$ cat src/rtl/stack_unit.sv
// LIFO stack on a register array with an internal stack pointer, replace-top,
// clear, indexed peek and sticky overflow/underflow flags.
module stack_unit #(
  parameter int DATA_WIDTH = 12,
  parameter int ADDR_WIDTH = 8
) (
  input  logic                  clock,
  input  logic                  reset_n,
  input  logic                  push,
  input  logic                  pop,
  input  logic                  clear,
  input  logic [DATA_WIDTH-1:0] push_data,
  input  logic                  peek_req,
  input  logic [ADDR_WIDTH-1:0] peek_offset,
  output logic [DATA_WIDTH-1:0] top_data,
  output logic [ADDR_WIDTH:0]   count,
  output logic                  empty,
  output logic                  full,
  output logic                  overflow,
  output logic                  underflow,
  output logic [DATA_WIDTH-1:0] peek_data,
  output logic                  peek_valid,
  output logic                  peek_hit
);

  localparam int DEPTH = 1 << ADDR_WIDTH;
  localparam logic [ADDR_WIDTH:0]   C_ZERO = '0;
  localparam logic [ADDR_WIDTH:0]   C_ONE  = 1;
  localparam logic [ADDR_WIDTH:0]   C_FULL = DEPTH;
  localparam logic [ADDR_WIDTH-1:0] A_ONE  = 1;
  localparam logic [ADDR_WIDTH-1:0] A_TWO  = 2;

  logic [DATA_WIDTH-1:0] r_mem [DEPTH];
  logic [ADDR_WIDTH:0]   r_count;
  logic [DATA_WIDTH-1:0] r_top;
  logic                  r_ovf;
  logic                  r_udf;
  logic [DATA_WIDTH-1:0] r_peek_data;
  logic                  r_peek_valid;
  logic                  r_peek_hit;

  logic                  w_empty;
  logic                  w_full;
  logic [ADDR_WIDTH-1:0] w_idx_cnt;
  logic [ADDR_WIDTH-1:0] w_idx_m1;
  logic [ADDR_WIDTH-1:0] w_idx_m2;
  logic [ADDR_WIDTH-1:0] w_peek_idx;
  logic                  w_peek_in;
  logic                  w_replace;
  logic                  w_wr_en;
  logic [ADDR_WIDTH-1:0] w_wr_idx;

  assign w_empty    = (r_count == C_ZERO);
  assign w_full     = (r_count == C_FULL);
  assign w_idx_cnt  = r_count[ADDR_WIDTH-1:0];
  assign w_idx_m1   = w_idx_cnt - A_ONE;
  assign w_idx_m2   = w_idx_cnt - A_TWO;
  assign w_peek_idx = w_idx_m1 - peek_offset;
  assign w_peek_in  = ({1'b0, peek_offset} < r_count);

  // push+pop on an empty stack degrades to a plain push
  assign w_replace = push && pop && !w_empty;
  assign w_wr_en   = reset_n && !clear && push && (w_replace || !w_full);
  assign w_wr_idx  = w_replace ? w_idx_m1 : w_idx_cnt;

  always_ff @(posedge clock) begin
    if (w_wr_en) r_mem[w_wr_idx] <= push_data;
  end

  always_ff @(posedge clock) begin
    if (!reset_n) begin
      r_count      <= '0;
      r_top        <= '0;
      r_ovf        <= 1'b0;
      r_udf        <= 1'b0;
      r_peek_data  <= '0;
      r_peek_valid <= 1'b0;
      r_peek_hit   <= 1'b0;
    end else if (clear) begin
      r_count      <= '0;
      r_top        <= '0;
      r_ovf        <= 1'b0;
      r_udf        <= 1'b0;
      r_peek_valid <= 1'b0;
    end else begin
      if (w_replace) begin
        r_top <= push_data;
      end else if (push) begin
        if (w_full) begin
          r_ovf <= 1'b1;
        end else begin
          r_count <= r_count + C_ONE;
          r_top   <= push_data;
        end
      end else if (pop) begin
        if (w_empty) begin
          r_udf <= 1'b1;
        end else if (r_count == C_ONE) begin
          r_count <= '0;
          r_top   <= '0;
        end else begin
          r_count <= r_count - C_ONE;
          r_top   <= r_mem[w_idx_m2];
        end
      end

      // peek reads pre-edge count and array contents
      r_peek_valid <= peek_req;
      if (peek_req) begin
        r_peek_hit  <= w_peek_in;
        r_peek_data <= w_peek_in ? r_mem[w_peek_idx] : '0;
      end
    end
  end

  assign top_data   = r_top;
  assign count      = r_count;
  assign empty      = w_empty;
  assign full       = w_full;
  assign overflow   = r_ovf;
  assign underflow  = r_udf;
  assign peek_data  = r_peek_data;
  assign peek_valid = r_peek_valid;
  assign peek_hit   = r_peek_hit;

endmodule

$ cat config.mk
export PLATFORM = sky130hd
export DESIGN_NAME = stack_unit
export DESIGN_NICKNAME = d
export VERILOG_FILES = /design/src/rtl/stack_unit.sv
export SDC_FILE = /design/constraint.sdc
export NUM_CORES = 2
export LEC_CHECK = 0
export CORE_MARGIN = 2
export CORE_UTILIZATION = 64
export DETAILED_ROUTE_END_ITERATION = 10
export PLACE_DENSITY = 0.8
export SETUP_SLACK_MARGIN = 0.5
export SLEW_MARGIN = 25
export SYNTH_ARGS = -nofsm -noshare
export SYNTH_HDL_FRONTEND = slang
export SYNTH_SLANG_ARGS = --single-unit
$ cat constraint.sdc
create_clock -name clock -period 5.5 [get_ports clock]
set_input_delay 0.825 -clock clock [delete_from_list [all_inputs] [get_ports clock]]
set_output_delay 0.825 -clock clock [all_outputs]
set_load 0.02 [all_outputs]
* Word level (Yosys, flattened, before mapping) *
Memories as Yosys holds them, arrays and structs flattened.
Cells that the tools add are included.

storage, ports and cells
  output and inout port bits = 39
  bits in read-only memories = 0
  bits in writable memories = 3072
  flip-flop bits (word level) = 37
  bits in latches = 0
  memories = 1

cells by class
  add/subtract/negate cells = 5
  magnitude comparators = 1
  bitwise logic cells = 4
  shifts and indexed selects = 0
  reductions and logical operators = 18
  div/mod/pow operators = 0
  eq/ne operators = 6
  $mul = 0
  muxes and demuxes = 15

memories
  name   depth  width  read ports  clocked after Yosys merged registers in  wr ports  line  source
  r_mem  256    12     2           0                                        1         33    logic [DATA_WIDTH-1:0] r_mem [DEPTH];

operators with widths
  cell                                                    count
  2-to-1 mux 12 bit                                       7
  2-to-1 mux 9 bit                                        5
  adder 9 x 1 -> 9 bit (second input constant)            1
  == test 9 x 1 -> 1 bit (second input constant)          1
  == test 9 bit (second input constant)                   1
  zero test 9 bit                                         1
  less-than comparator 8 x 9 -> 1 bit                     1
  subtractor 9 x 1 -> 9 bit (second input constant)       1
  2-to-1 mux 8 bit                                        1
  AND reduction 4 bit                                     2
  subtractor 8 x 1 -> 8 bit (second input constant)       1
  subtractor 8 x 2 -> 8 bit (second input constant)       1
  subtractor 8 bit                                        1
  inequality test 3 x 2 -> 1 bit (second input constant)  2
  AND reduction 3 bit                                     2
  logical AND 1 bit                                       5
  inequality test 2 bit (second input constant)           2
  inverter 1 bit                                          4
  zero test 1 bit                                         3
  nonzero test 3 bit                                      1
  2-to-1 mux 1 bit                                        2
  AND reduction 2 bit                                     1
  nonzero test 2 bit                                      1
  OR reduction 2 bit                                      1
  logical OR 1 bit                                        1

* Longest topological paths before layout *
  depth after elaboration = 7
  gate-level depth with buffers = 25
  depth with buffers taken out = 15

* Least setup slack after synthesis *
No wires, ideal clock.

  path type = flip-flop to flip-flop
  from = reg r_count[1] (netlist: count[1])
  to = reg r_peek_data[11] (netlist: peek_data[11])
  setup slack = 0.558 ns
  path buffers = 7
  data required time = 5.374 ns
  cell stages (with the launch flop) = 17
  period minus slack after synthesis = 4.942 ns
  arrival time = 4.816 ns
  cell sequence = dfxtp_1 buf_2 buf_4 buf_2 clkinv_1 clkbuf_1 clkbuf_1 ha_1 inv_1 fa_1 buf_4 buf_1 mux4_2 mux4_2 o2111ai_1 o2111a_1 nand4_1

between the ends
  cells in the longest elaborated chain, start to end = 4
  elaborated cells on any way between the ends = 5

ends and longest elaborated chain
  item                       line  source
  start, declared            34    logic [ADDR_WIDTH:0] r_count;
  start signal, assigned     92    r_count <= r_count + C_ONE;
  start signal, assigned     102   r_count <= r_count - C_ONE;
  subtractor 8 x 1 -> 8 bit  56    assign w_idx_m1 = w_idx_cnt - A_ONE;
  subtractor 8 bit           58    assign w_peek_idx = w_idx_m1 - peek_offset;
  memory (256 x 12 bit)      --
  2-to-1 mux 12 bit *        111   r_peek_data <= w_peek_in ? r_mem[w_peek_idx] : '0;
  end signal, assigned       111
  end, declared              38    logic [DATA_WIDTH-1:0] r_peek_data;

Every way passes the cells marked *; elsewhere a longest branch is shown, timed or not.
A chain may end at the register's enable or synchronous reset.

* Worst setup path after layout *
  from = reg r_count[2] (netlist: count[2])
  to = reg r_peek_data[7] (netlist: peek_data[7])

The elaborated chain is that of the path after synthesis.

==> impl_metrics.ini <==
[timing]
timing.max_slew.rel_slack_pct = 14.9
setup_viol = 0
final_max_slew_viol_count = 0
period_share_pct = 92.2
max_freq_mhz = 197
rsz_0062_raised_after_global_routing = true
final_period_minus_worst_setup_slack_ps = 5070
clock-skew-final_ps = 65.0
final-hold-violation-count = 0
final_setup_slack_of_the_worst_path_ps = 427
fin_tns_setup_ps = 0
worst_pin_slew_ps = 1270

[final_layout]
post_layout_util_pct = 72.3
final_nets = 7965
final_common_cell = edfxtp_1
drive_above_1_share_pct = 35.4
area_growth_pct = 12.3
layout.cells.most_common_list = edfxtp_1, mux4_2, nand2_1, buf_4, clkbuf_16
num-fill-cells = 12696
final_cell_count_no_fill = 11187

[place]
dp.cells = 10583
finalWeightedCongestion = 1.03
dp.final_hpwl_um = 306000
preCtsSetupSlack_ps = 121
placement.io_buffers = 64

[detailed_routing]
drc = 0
drt.antenna.violating_nets = 0
detail_route.wirelength_um = 493000
drt-vias-per-instance = 8.19
route.vias.total = 91574
dr.first_iter.drc_count = 18251
avg_wl_per_cell_um = 44.1
drt_pre_antenna_iters = 6

[critical_path]
startpoint_type = register
critical_path.max_stage_delay_ps = 640
cp_top_family = simple AND/OR/NAND/NOR gates
ff2ff_setup_slack_ps = 430
crit_path_top_delay_cell = o21a_2
cp.arrival_ps = 5890
r2r_cells = 15
worst-endpoint-required_ps = 6320
crit_fanout = 14
critPathBufInv = 3
timing.critical_path.cells = inv_1 -> ha_2 -> and2_1 -> xnor2_1 -> inv_1 -> ha_1 -> a21o_1 -> nand2b_1 -> o21ai_0 -> o21a_2 -> buf_4 -> and2_1 -> nand3_1 -> nand4_1 -> nand4_1
critical_path_class = reg -> reg
r2r-end = peek_data[7]
rr_startpoint = count[2]
worst_setup_path_end_kind = register

[synthesis]
synth_top_flop_cell = edfxtp_1
edff_count_synth = 3072
postSynthAreaPerCell_um2 = 19.5
postSynthRegisterBits = 3109
netlist-cell-type-count = 92
mappedNetlistNets = 7543
synth_seq_area_share_pct = 63.5
netlist_area_um2 = 146000
synth_async_sr_flop_share_pct = 0
number_of_synthesis_warnings = 0
synth_cells = 7494

[floorplan]
initial_core_utilization_pct = 64.4
num_io_pins = 65
die_area_um2 = 233000
floorplan.die.height_um = 482
placeableCoreArea_um2 = 227000
row_count = 175
fp.dieW_um = 482

[clock_network]
cts_max_level = 5
numClockSinks = 3109
max-clock-path-buffers = 4
ctsHoldBuffers = 0
cts_tree = yes
tritoncts.num_buffers = 330
clock_tree.root_cell = clkbuf_16
clkLatencyLatePin_ps = 1000
clkTransAtPathRegs_ps = 70

[pwr]
totalPowerFinal_mw = 72.0
vdd_ir_max_v = 0.000487
power.static_leakage_nw = 51.2
powerDensity_nw_per_um2 = 438

[global_route]
grt_max_degree = 147
first_global_vias = 89092
grt_overflow = 0
grt_first_pass_wirelength_um = 686000
global_route.usage.total_pct = 42.9
antenna_found_initial = 47

[job]
max_cap_viol_count = 0

[worst_hold_path]
hold_path_depth = 1
hp-class = in -> reg
holdCritStartpoint = push_data[0]
timing.hold.worst_endpoint = r_mem[116][0]

[outcome]
outcome = completed
worst reg2reg max path: cells and delay by family, from the launching register on:
family,cells,cell delay [ps]
XOR/XNOR,1,200
buffers and inverters,3,650
flip-flops,1,310
AND/OR/NAND/NOR,6,2050
AO/OA/AOI/OAI,3,980
adder cells (fa/ha/maj),2,770
power by group:
part           internal [mW]  leakage (nW)  total (mW)  switching, mW
sequential              26.1          27.9        26.3          0.202
combinational           8.62          18.2        23.6           15.0
clock                   12.8          5.09        22.1           9.25
total                   47.5          51.2        72.0           24.4
area by class of cell:
type	count	area (um^2)	area share (%)
flip-flops and latches	3109	93000	56.6
diodes	23	57.6	0.0350
well taps	3009	3760	2.29
inverters	26	100	0.0609
clock buffers	384	8670	5.28
multi-input cells	3754	50500	30.7
repair buffers	695	6500	3.96
clock inverters	187	1790	1.09
kinds of logic (layout without fill, tap and decap cells):
logic type | count (synthesis) | in the layout | synth area share (%)
flip-flops | 3109 | 3109 | 63.5
multiplexers | 1910 | 1910 | 27.5
AND/OR/NAND/NOR | 1295 | 1295 | 3.83
buffers and inverters | 631 | 1292 | 2.27
AO/OA/AOI/OAI | 498 | 498 | 2.48
XOR/XNOR | 28 | 28 | 0.185
adder cells (fa/ha/maj) | 23 | 23 | 0.202
other | 0 | 23 | 0
sequential cells by signal (all words and copies together) (netlist names):
name	flops
peek_valid	1
underflow	1
r_mem	3072
overflow	1
peek_hit	1
peek_data	12
count	9
top_data	12
layer usage:
| metal | vias up | wire [um] | part of all wire, % | GRT usage (%) |
|---|---|---|---|---|
| met2 | 9979 | 219000 | 44 | 61.9 |
| met4 | 46 | 41600 | 8.5 | 28.2 |
| met5 | - | 666 | 0.14 | 0.388 |
| met3 | 2029 | 81100 | 16 | 16.4 |
| met1 | 46524 | 151000 | 31 | 54.9 |
| li1 | 32996 | - | - | - |
stage by stage:
stage / hold WS, ps / area (um^2)
after floorplan: 539 / 146000
after global placement: 459 / 154000
after detailed placement: 472 / 154000
after CTS: 248 / 164000
after global routing: 295 / 164000
final: 289 / 164000
cells in the mapped netlist (all sizes together), types with 5 or more instances:
| master | n | area (um^2) |
|---|---|---|
| inv | 23 | 86.3 |
| nor2b | 31 | 194 |
| clkbuf | 209 | 785 |
| nand2 | 607 | 2280 |
| xor2 | 5 | 51.3 |
| a311oi | 29 | 254 |
| o31ai | 6 | 55.1 |
| o2111ai | 18 | 158 |
| o211ai | 12 | 90.1 |
| o2111a | 13 | 146 |
| o21ai | 42 | 210 |
| dfxtp | 37 | 741 |
| nor3 | 38 | 195 |
| mux4 | 1693 | 38100 |
| a22oi | 5 | 37.5 |
| mux2i | 211 | 2110 |
| nor3b | 5 | 47.5 |
| nand4 | 58 | 363 |
| ha | 22 | 275 |
| and2 | 28 | 175 |
| xnor2 | 23 | 220 |
| and3 | 20 | 125 |
| nand2b | 8 | 50.1 |
| a31oi | 55 | 344 |
| mux2 | 6 | 67.6 |
| edfxtp | 3072 | 92200 |
| nor2 | 315 | 1180 |
| nand3 | 157 | 786 |
| a211oi | 58 | 435 |
| buf | 396 | 2440 |
| a32oi | 59 | 517 |
| a21oi | 79 | 395 |
| o221ai | 17 | 149 |
| o22ai | 47 | 319 |
| a2111oi | 9 | 86.3 |
| or3 | 10 | 62.6 |
timing repair:
action | 4_1_cts | 5_1_grt
pin swaps | 1 | 1
setup buffers | 6 | 2
gates resized for setup | 0 | 14
setup endpoints to repair | 3 | 69
worst max path at each step:
stage | endpoint | cells past startpoint | slack [ps] | start
floorplan | peek_data[11] | 16 | 560 | count[1]
finish | peek_data[7] | 15 | 430 | count[2]
CTS | peek_data[7] | 15 | 620 | count[2]
global placement | peek_data[7] | 13 | 160 | peek_offset[0]
global route | peek_data[7] | 16 | 480 | count[0]
detailed placement | peek_data[7] | 13 | 120 | peek_offset[0]
Note: power is estimated with default switching activity, not from simulation.
